**src/rtl/stopwatch_bcd_core.sv**
```systemverilog
// stopwatch_bcd_core: three debounced push-buttons drive a start/stop/lap/clear
// FSM; a prescaled tick advances a synchronous six-digit BCD count that is
// presented on a registered display word (frozen while in LAP).
// preload_en/preload_bcd load the count directly; tie both low in normal use.
module stopwatch_bcd_core #(
    parameter int CLK_IN_HZ       = 50000000,
    parameter int TICK_HZ         = 100000,
    parameter int DEBOUNCE_CYCLES = 1000000
) (
    input  logic        clk,
    input  logic        rst_n,
    input  logic        btn_start_n,
    input  logic        btn_lap_n,
    input  logic        btn_clear_n,
    input  logic        preload_en,
    input  logic [23:0] preload_bcd,
    output logic [23:0] bcd_out,
    output logic        running,
    output logic        lap_hold,
    output logic        overflow
);
    // DIV must be at least 2 for the prescaler to produce a distinct tick cycle.
    localparam int DIV = CLK_IN_HZ / TICK_HZ;
    localparam int PW  = (DIV > 1) ? $clog2(DIV) : 1;
    localparam int DBW = $clog2(DEBOUNCE_CYCLES + 1);
    localparam logic [PW-1:0]  PRESC_MAX = PW'(DIV - 1);
    localparam logic [DBW-1:0] DB_MAX    = DBW'(DEBOUNCE_CYCLES - 1);

    typedef enum logic [1:0] {S_IDLE, S_RUN, S_PAUSED, S_LAP} state_t;

    // Button bit order: [0] start, [1] lap, [2] clear; levels are active-low.
    logic [2:0]          sync1_q, sync1_d;
    logic [2:0]          sync2_q, sync2_d;
    logic [2:0]          db_q, db_d;
    logic [2:0][DBW-1:0] db_cnt_q, db_cnt_d;
    logic [2:0]          press;

    state_t              state_q, state_d;
    logic                presc_clr, cnt_clr;
    logic                counting, tick, carry;
    logic [PW-1:0]       presc_q, presc_d;
    logic [23:0]         cnt_q, cnt_d;
    logic                ovf_q, ovf_d;
    logic [23:0]         bcd_q, bcd_d;

    // Synchronize pins, debounce, and pulse on an accepted released->pressed change.
    always_comb begin
        sync1_d  = {btn_clear_n, btn_lap_n, btn_start_n};
        sync2_d  = sync1_q;
        db_d     = db_q;
        db_cnt_d = db_cnt_q;
        press    = '0;
        for (int unsigned i = 0; i < 3; i++) begin
            if (sync2_q[i] == db_q[i]) begin
                db_cnt_d[i] = '0;
            end else if (db_cnt_q[i] == DB_MAX) begin
                db_d[i]     = sync2_q[i];
                db_cnt_d[i] = '0;
                press[i]    = ~sync2_q[i];
            end else begin
                db_cnt_d[i] = db_cnt_q[i] + 1'b1;
            end
        end
    end

    // Next state; start outranks lap, lap outranks clear.
    always_comb begin
        state_d   = state_q;
        presc_clr = 1'b0;
        cnt_clr   = 1'b0;
        unique case (state_q)
            S_IDLE: begin
                if (press[0]) begin
                    state_d   = S_RUN;
                    presc_clr = 1'b1;
                end
            end
            S_RUN: begin
                if (press[0])      state_d = S_PAUSED;
                else if (press[1]) state_d = S_LAP;
            end
            S_LAP: begin
                if (press[0])      state_d = S_PAUSED;
                else if (press[1]) state_d = S_RUN;
            end
            S_PAUSED: begin
                if (press[0]) begin
                    state_d = S_RUN;
                end else if (press[2]) begin
                    state_d = S_IDLE;
                    cnt_clr = 1'b1;
                end
            end
            default: state_d = S_IDLE;
        endcase
    end

    assign counting = (state_q == S_RUN) || (state_q == S_LAP);

    // Prescaler, BCD carry chain, sticky overflow and display load.
    always_comb begin
        presc_d = presc_q;
        cnt_d   = cnt_q;
        ovf_d   = ovf_q;
        carry   = 1'b0;
        tick    = counting && (presc_q == PRESC_MAX);
        if (cnt_clr) begin
            presc_d = '0;
            cnt_d   = '0;
            ovf_d   = 1'b0;
        end else begin
            if (presc_clr)     presc_d = '0;
            else if (counting) presc_d = tick ? '0 : presc_q + 1'b1;
            if (preload_en) begin
                cnt_d = preload_bcd;
            end else if (tick) begin
                carry = 1'b1;
                // A digit at 9 (or any stray value above) rolls to 0 and passes the carry on.
                for (int unsigned k = 0; k < 6; k++) begin
                    if (carry) begin
                        if (cnt_q[4*k +: 4] >= 4'd9) begin
                            cnt_d[4*k +: 4] = 4'd0;
                        end else begin
                            cnt_d[4*k +: 4] = cnt_q[4*k +: 4] + 4'd1;
                            carry           = 1'b0;
                        end
                    end
                end
                if (carry) ovf_d = 1'b1;
            end
        end
        bcd_d = (state_q == S_LAP) ? bcd_q : cnt_q;
    end

    // All state registers; buttons reset to the released level.
    always_ff @(posedge clk or negedge rst_n) begin
        if (!rst_n) begin
            sync1_q  <= '1;
            sync2_q  <= '1;
            db_q     <= '1;
            db_cnt_q <= '0;
            state_q  <= S_IDLE;
            presc_q  <= '0;
            cnt_q    <= '0;
            ovf_q    <= 1'b0;
            bcd_q    <= '0;
        end else begin
            sync1_q  <= sync1_d;
            sync2_q  <= sync2_d;
            db_q     <= db_d;
            db_cnt_q <= db_cnt_d;
            state_q  <= state_d;
            presc_q  <= presc_d;
            cnt_q    <= cnt_d;
            ovf_q    <= ovf_d;
            bcd_q    <= bcd_d;
        end
    end

    assign running  = counting;
    assign lap_hold = (state_q == S_LAP);
    assign overflow = ovf_q;
    assign bcd_out  = bcd_q;

endmodule

```
**config.mk**
```make
export PLATFORM = sky130hd
export DESIGN_NAME = stopwatch_bcd_core
export DESIGN_NICKNAME = d
export VERILOG_FILES = /design/src/rtl/stopwatch_bcd_core.sv
export SDC_FILE = /design/constraint.sdc
export NUM_CORES = 1
export LEC_CHECK = 0
export CAP_MARGIN = 15
export CORE_MARGIN = 1
export CORE_UTILIZATION = 43
export DETAILED_ROUTE_END_ITERATION = 7
export PLACE_DENSITY_LB_ADDON = 0.15
export SLEW_MARGIN = 40
export SYNTH_ARGS = -nofsm -noshare
export SYNTH_HDL_FRONTEND = slang
export SYNTH_SLANG_ARGS = --single-unit
```
**constraint.sdc**
```tcl
create_clock -name clk -period 3.2 [get_ports clk]
set_clock_uncertainty 0.2 [all_clocks]
set_input_delay 0.48 -clock clk [delete_from_list [all_inputs] [get_ports clk]]
set_output_delay 0.48 -clock clk [all_outputs]
set_load 0.05 [all_outputs]
```
## Word-level counts from Yosys, hierarchy flattened

Cells that the tools add are included.

| word-level totals | value |
|---|---|
| flip-flop bits (word level) | 129 |
| latch bits | 0 |
| bits in writable memories | 0 |
| ROM bits | 0 |
| input bits | 30 |
| output and inout port bits | 27 |
| logic and storage cells | 153 |
| memories kept | 0 |

| operators by class | value |
|---|---|
| $add $sub $neg | 10 |
| multipliers | 0 |
| divide/modulo/power cells | 0 |
| $lt $le $gt $ge | 6 |
| eq/ne operators | 15 |
| shifts and indexed selects | 0 |
| multiplexer cells | 76 |
| bitwise logic cells | 6 |
| reductions and logical operators | 22 |

Operators with widths:

| kind | count |
|---|---|
| 20-bit two-way mux | 6 |
| 24-bit two-way mux | 3 |
| 20-bit by 1-bit adder with 20-bit output (second input constant) | 3 |
| 20-bit equality test (second input constant) | 3 |
| 1-bit two-way mux | 44 |
| 4-bit two-way mux | 11 |
| 9-bit two-way mux | 4 |
| 4-bit by 1-bit adder with 4-bit output (second input constant) | 6 |
| 4-bit >= comparator (second input constant) | 6 |
| 3-bit nonzero test | 7 |
| 2-bit AND reduction | 8 |
| 2-bit two-way mux | 7 |
| 9-bit by 1-bit adder with 9-bit output (second input constant) | 1 |
| 9-bit equality test (second input constant) | 1 |
| 2-bit case mux with 4 select lines | 1 |
| 3-bit inequality test (second input constant) | 2 |
| 1-bit NOT | 6 |
| 2-bit equality test (second input constant) | 2 |
| 4-bit AND reduction | 1 |
| 2-bit nonzero test | 2 |
| 1-bit equality test | 3 |
| 3-bit by 1-bit inequality test with 1-bit output (second input constant) | 1 |
| 3-bit AND reduction | 1 |
| 2-bit by 1-bit equality test with 1-bit output (second input constant) | 1 |
| 5 further kinds | 5 |

## Depth between registers and ports, before layout

Gate-level depths: netlist of run 1.

| depth | value |
|---|---|
| word-level depth | 31 |
| mapped depth | 8 |
| depth with buffers taken out | 7 |

## Least setup slack after synthesis of run 1

No wires, ideal clock.

| timing path | value |
|---|---|
| path type | reg-to-reg |
| start | register db_q[2] |
| end | register presc_q[4] |
| library setup time | 0.079 ns |
| arrival time | 2.238 ns |
| required time | 2.921 ns |
| path slack | 0.683 ns |
| cell stages (with the launch flop) | 7 |
| buffers on the path | 1 |
| period minus slack after synthesis | 2.517 ns |
| cell sequence | dfstp_2 -> or4bb_1 -> or4_1 -> a311o_1 -> buf_6 -> a21oi_1 -> mux2i_1 |

| between the ends | value |
|---|---|
| word-level cells in the longest chain between the ends | 6 |
| elaborated cells between the ends (all ways) | 7 |
| those cells by class | eq/ne (1); mux (5); reduce/logical (1) |

RTL lines:

| element | line | RTL |
|---|---|---|
| from (decl) | 34 | `logic [2:0] db_q, db_d;` |
| from (signal assigned) | 140 | `db_q <= '1;` |
| from (signal assigned) | 150 | `db_q <= db_d;` |
| 1-bit equality test * | 54 | `if (sync2_q[i] == db_q[i]) begin` |
| 1-bit two-way mux * | 54 |  |
| 1-bit two-way mux * | 89 | `end else if (press[2]) begin` |
| 1-bit two-way mux * | 87 | `if (press[0]) begin` |
| 1-bit two-way mux * | 71 | `unique case (state_q)` |
| 3-bit nonzero test (no line) / 9-bit two-way mux (equally long branches) | -- |  |
| to (signal assigned) | 153 | `presc_q <= presc_d;` |
| to (decl) | 41 | `logic [PW-1:0] presc_q, presc_d;` |

Mark *: on every way between the ends. The rest lies on a longest branch, timed or not.
A chain may end at the register's enable or synchronous reset.

## Worst setup path after layout of run 1

| timing path | value |
|---|---|
| start | register db_cnt_q[47] (netlist bit) |
| end | register presc_q[3] |

| between the ends | value |
|---|---|
| word-level cells in the longest chain between the ends | 7 |
| elaborated cells between the ends (all ways) | 8 |
| those cells by class | eq/ne (1); mux (6); reduce/logical (1) |

RTL lines:

| element | line | RTL |
|---|---|---|
| from (decl) | 35 | `logic [2:0][DBW-1:0] db_cnt_q, db_cnt_d;` |
| from (signal assigned) | 151 | `db_cnt_q <= db_cnt_d;` |
| 20-bit equality test * | 56 | `end else if (db_cnt_q[i] == DB_MAX) begin` |
| 1-bit two-way mux * | 56 |  |
| 1-bit two-way mux * | 54 |  |
| 1-bit two-way mux * | 89 |  |
| 1-bit two-way mux * | 87 |  |
| 1-bit two-way mux * | 71 |  |
| 3-bit nonzero test (no line) / 9-bit two-way mux (equally long branches) | -- |  |

Marks and branches as above.

==> flow_summary.json, run 1 <==
{
  "crit_path_end_kind": "flip-flop",
  "cp.arrival_ns": 2.86,
  "drc": 0,
  "io_buffers": 56,
  "layout_min_cycle_time_ns": 2.709,
  "firstDrtPassIters": 4,
  "grt_pass1_wl_um": 25060,
  "grt_max_degree": 58,
  "htree_levels": 4,
  "start_kind": "flip-flop",
  "hp-class": "reg -> reg",
  "synth_edf_count": 0,
  "antenna_found_initial": 0,
  "leakage_nw": 3.399,
  "clk_path_buf_depth": 2,
  "core_mm2": 0.01475,
  "gp_congestion": 0.8438,
  "die_x_um": 125.8,
  "cts_root_buf": "clkbuf_16",
  "num_antenna_cells": 0,
  "layout.nets": 797,
  "initial_core_util_pct": 44.67,
  "ys.flop_type": "dfrtp_1",
  "clk_latency_ns": 0.43,
  "crit_fanout": 23,
  "grt-ovfl-total": 0,
  "rsz0062_at_grt": "false",
  "max_freq_mhz": 369.1,
  "drtIter0Drc": 287,
  "ant_nets": 0,
  "syn-num-nets": 729,
  "syn2layout_area_growth_pct": 22.59,
  "synth_cell_type_count": 52,
  "cts.clk_slew.worst_paths_ns": 0.06,
  "cap_violations": 0,
  "relSlewSlack_pct": 51.74,
  "yosysSeqAreaShare_pct": 49.16,
  "synthTopCellsByArea": "dfrtp_1 (46%), nor2_1 (4.7%), xor2_1 (4.3%)",
  "final-max-slew-violation-count": 0,
  "numCtsBuffers": 17,
  "drt-wirelength-per-cell_um": 15.55,
  "die_h_um": 125.8,
  "peakVddDrop_mv": 0.3462,
  "met2_usage_pct": 32.09,
  "dp_cells": 909,
  "power_density_mw_per_mm2": 536.9,
  "yosysWarnings": 0,
  "die_area_mm2": 0.01582,
  "avgSynthCellArea_um2": 9.734,
  "netlist_instances": 677,
  "track_usage_pct": 20.00,
  "rows": 44,
  "ios": 57,
  "vias": 5205,
  "crit_type": "reg -> reg",
  "drive_gt1_share_pct": 10.69,
  "met1_usage_pct": 26.12,
  "routed_via_density": 5.525,
  "yosys.area.top_type": "dfrtp_1",
  "drt_wl_total_um": 14650,
  "syn_area_mm2": 0.006590,
  "post-cts-setup-buffers": 0,
  "busiest_layer": "met2",
  "setup_viol_count_final": 0,
  "hold_viol_final": 0,
  "synth_top_area_share_pct": 45.57,
  "status": "complete, no violations",
  "grtUsageMet3_pct": 4.843,
  "cts_tree": "done",
  "async_reset_ff_share_pct": 100.0,
  "worstMarginPinSlew_ns": 0.7184,
  "required_ns": 3.35,
  "timing.setup.tns_ns": 0,
  "stdcell_count": 942,
  "ys_seq_elements": 129,
  "finalCritPeriodShare_pct": 84.65,
  "first_global_vias": 5168,
  "dp_hpwl_um": 10130,
  "cts_sinks": 129
}
-- metal layers --
metal	share of wire (%)	wire, um
met1	47	6861
met2	48	7012
met3	3.6	532
met4	1.7	242
met5	0	0
-- synthesized netlist by cell type, types with 3 or more instances --
master      n
a211oi_1    6
a21oi_1    25
a31oi_1     5
a41oi_1     3
and2_1      8
and3_1     10
and4_1     11
clkbuf_1   20
dfrtp_1   120
dfstp_2     9
ha_1       22
inv_1      26
mux2_2     13
mux2i_1    10
nand2_1    55
nand2b_1    3
nand3_1    41
nand3b_1    9
nand4_1    24
nor2_1     82
nor2b_1     4
nor3_1     20
nor3b_1     3
nor4_1      9
nor4b_1     3
o21ai_0    36
o31ai_1     5
or3b_2      5
or4_1       3
xnor2_1    26
xor2_1     32
-- area by class of cell --
type	count	area, um2
Inverter	28	105.1
Fill cell	1302	6675
Sequential cell	129	3239
Clock inverter	10	180.2
Tap cell	184	230.2
Multi-Input combinational cell	496	3152
Timing Repair Buffer	73	698.2
Clock buffer	22	474.2
-- timing repair --
| item | in CTS | in global routing |
|---|---|---|
| endpoints found under the hold margin | 41 | 0 |
| resized for setup | 0 | 0 |
| hold buffers | 1 | 0 |
-- path summary, 6_finish.rpt --
path / startpoint / end / slack [ns] / cells past startpoint
worst max-delay path: db_cnt_q[47] / presc_q[3] / 0.49 / 6
worst min-delay path: sync1_q[1] / sync2_q[1] / 0.16 / 0
worst max register to register: db_cnt_q[47] / presc_q[3] / 0.49 / 6
worst min register to register: sync1_q[1] / sync2_q[1] / 0.16 / 0
max in group asynchronous: rst_n / sync2_q[2] / 1.53 / 3
min in group asynchronous: rst_n / cnt_q[0] / 0.43 / 2
-- through the flow --
stage               setup slack [ns]  total power, mW  instance area, um2  utilization [%]  hold WS, ns
finish                        0.4911            4.338                8079            54.76       0.1565
detailed placement            0.4960            2.225                7415            50.25       0.1498
global route                  0.3057            4.509                8079            54.76       0.1622
CTS                           0.4728            4.389                8079            54.76       0.1574
global placement              0.5170            2.217                7408            50.21       0.1459
floorplan                     0.6825            2.034                6590                -     -0.01559
-- report_power, final --
group	leakage, nW	total, mW	switching, mW	internal, mW
clock network	0.316	2.14	0.703	1.44
logic	1.44	0.429	0.266	0.163
registers	1.64	1.77	0.0631	1.70
total	3.40	4.34	1.03	3.31
-- state kept, by name, indices dropped and copies added, names as in the netlist --
signal    cells
db_q          3
sync2_q       3
cnt_q        24
sync1_q       3
state_q       2
presc_q       9
bcd_out      24
db_cnt_q     60
overflow      1
-- worst max-delay path, cell delays in order (launching register included) --
cell	delay, ns
dfrtp_1	0.41
or4bb_1	0.53
or4_1	0.55
a311o_1	0.30
buf_4	0.21
a21boi_0	0.22
mux2i_1	0.20
-- cell families after synthesis --
logic type | count (synthesis) | synth area share [%]
and+or+nand+nor | 302 | 23.88
DFF | 129 | 49.16
AOI/OAI and AO/OA | 91 | 8.221
xor gates and xnor gates | 58 | 7.708
buffers and inverters | 52 | 3.114
muxes | 23 | 3.740
adders and majority gates | 22 | 4.177
-- layout by cell type, fill, tap and decap left out, types with 5 or more instances in the layout --
cell,n
a211oi_1,6
a21oi_1,25
and2_1,8
and3_1,10
and4_1,11
buf_4,17
bufinv_16,5
clkbuf_16,17
clkdlybuf4s50_1,54
dfrtp_1,120
dfstp_2,9
ha_1,22
inv_1,26
mux2_2,13
mux2i_1,10
nand2_1,55
nand3_1,41
nand3b_1,9
nand4_1,24
nor2_1,82
nor3_1,20
nor4_1,9
o21ai_0,36
o31ai_1,5
or3b_2,5
xnor2_1,26
xor2_1,32
Power figures use the tool's default switching activity.
==> run 2, diff against run 1 <==
clock period = 2.8 ns   (was 3.2 ns; I/O delays follow)
==> run 2 against run 1 <==
Effect of this change:
- combinational power up 14%
- cell count up 0.21%
- power up 13%
- global-route usage down 0.23 points
- design area about the same
- routed wire length down 0.23%
- flip-flop and latch count unchanged
- non-clock buffer count up 2
- worst hold slack worse by 0.0022 ns
- clock-buffer cell count up 1
- critical endpoint is now presc_q[1]
- largest cell class unchanged
==> flow_summary.json, run 2 (synthesis results as in run 1) <==
{
  "dpl-instance-area_mm2": 0.007436,
  "p_comb_share_pct": 10.0,
  "io_buffers": 56,
  "rows": 44,
  "finalCritPeriodShare_pct": 95.50,
  "largest_reg_flops": 60,
  "clk_latency_ns": 0.42,
  "p_switching_mw": 1.173,
  "status": "complete, no violations",
  "fillCellCount": 1287,
  "stdcell_count": 944,
  "setup_viol_count_final": 0,
  "die_area_mm2": 0.01582,
  "firstDrtPassIters": 4,
  "p_seq_share_pct": 41.3,
  "ios": 57,
  "drt-wirelength-per-cell_um": 15.48,
  "timing.setup.tns_ns": 0,
  "clk_path_buf_depth": 2,
  "htree_levels": 4,
  "drive_gt1_share_pct": 10.79,
  "dp_hpwl_um": 9868,
  "p_int_mw": 3.716,
  "rsz0062_at_grt": "false",
  "relSlewSlack_pct": 46.93,
  "cts_root_buf": "clkbuf_16",
  "layout_min_cycle_time_ns": 2.674,
  "dp_cells": 911,
  "grt_pass1_wl_um": 24870,
  "final-max-slew-violation-count": 0,
  "grt_max_degree": 130,
  "first_global_vias": 5116,
  "cts.clk_slew.worst_paths_ns": 0.06,
  "leakage_nw": 3.405,
  "ant_nets": 0,
  "crit_fanout": 32,
  "cts_tree": "done",
  "start_kind": "flip-flop",
  "cp.arrival_ns": 2.78,
  "hp-class": "reg -> reg",
  "numCtsBuffers": 17,
  "required_ns": 2.91,
  "syn2layout_area_growth_pct": 22.71,
  "design_area_mm2": 0.008087,
  "crit_path_end_kind": "flip-flop",
  "num_antenna_cells": 0,
  "core_mm2": 0.01475,
  "die_h_um": 125.8,
  "regMostFlops": "db_cnt_q",
  "layout_commonest_cell": "dfrtp_1",
  "mostFrequentLayoutCells": "dfrtp_1 (120), nor2_1 (82), nand2_1 (55)",
  "die_x_um": 125.8,
  "cap_violations": 0,
  "drtIter0Drc": 371,
  "power.share.clock_pct": 48.6,
  "gp_congestion": 0.8877,
  "worstMarginPinSlew_ns": 0.7900,
  "crit_type": "reg -> reg",
  "hold_viol_final": 0,
  "antenna_found_initial": 0,
  "power_density_mw_per_mm2": 604.5,
  "drt_wl_total_um": 14620,
  "layout.nets": 799,
  "drc": 0,
  "cts_sinks": 129,
  "max_freq_mhz": 374.0,
  "peakVddDrop_mv": 0.4021,
  "track_usage_pct": 19.78,
  "vias": 5175,
  "routed_via_density": 5.482,
  "grt-ovfl-total": 0,
  "switching_share_pct": 23.99,
  "initial_core_util_pct": 44.67
}
run 2: cell types whose count changed in the layout (fill, tap and decap cells not counted), sizes merged:
cell,before,now
bufinv,5,4
buf,18,20
clkinvlp,2,3
clkbuf,22,23
clkinv,5,4
run 2: routing by layer:
metal	GRT usage [%]	vias up	wire length, um
li1	-	2525	-
met2	31.54	95	6972
met5	0	-	0
met4	9.355	0	366
met1	25.82	2525	6808
met3	4.163	30	468
run 2: worst paths after layout:
path / endpoint / slack (ns) / startpoint / cells past startpoint
max: presc_q[1] / 0.13 / db_q[2] / 6
min: sync2_q[0] / 0.15 / sync1_q[0] / 0
max reg2reg: presc_q[1] / 0.13 / db_q[2] / 6
min reg2reg: sync2_q[0] / 0.15 / sync1_q[0] / 0
max in group asynchronous: db_cnt_q[19] / 1.42 / rst_n / 3
min in group asynchronous: bcd_out[10] / 0.44 / rst_n / 3
run 2: worst max-delay path, stage by stage (launching register included):
cell and delay (ns):
dfstp_2 0.54, or4bb_1 0.51, or4_1 0.41, a311o_1 0.37, buf_12 0.18, and2_1 0.16, a32o_1 0.20
run 2: cell type report:
cell class | instances | area [um2] | area share, %
clock buffers | 23 | 488.0 | 6.034
inverters | 28 | 105.1 | 1.300
repair buffers | 75 | 725.7 | 8.974
multi-input cells | 496 | 3146 | 38.90
flip-flops and latches | 129 | 3239 | 40.06
clock inverters | 9 | 152.6 | 1.888
well taps | 184 | 230.2 | 2.847
run 2: power groups by stage:
stage,logic (mW),registers [mW],clock network [mW]
2_1_floorplan,0.179,2.15,0
3_3_place_gp,0.487,2.05,0
3_5_place_dp,0.492,2.05,0
4_1_cts,0.496,2.02,2.42
5_1_grt,0.539,2.03,2.50
6_report,0.491,2.02,2.38
run 2: timing repair:
action                                  in CTS  in global routing
buffers inserted                             0                  0
hold buffers                                 1                  0
gates resized for setup                      0                  1
hold endpoints to repair                   120                  0
endpoints found under the setup margin       0                  1
run 2: through the flow:
step	hold slack (ns)	worst slack (ns)	total power [mW]	util, %
4_1_cts	0.1552	0.09758	4.934	54.81
3_3_place_gp	0.1471	0.1543	2.533	50.40
3_5_place_dp	0.1472	0.1237	2.542	50.40
5_1_grt	0.1638	0.03330	5.074	54.81
2_1_floorplan	-0.07559	0.2825	2.324	-
6_report	0.1543	0.1259	4.888	54.81
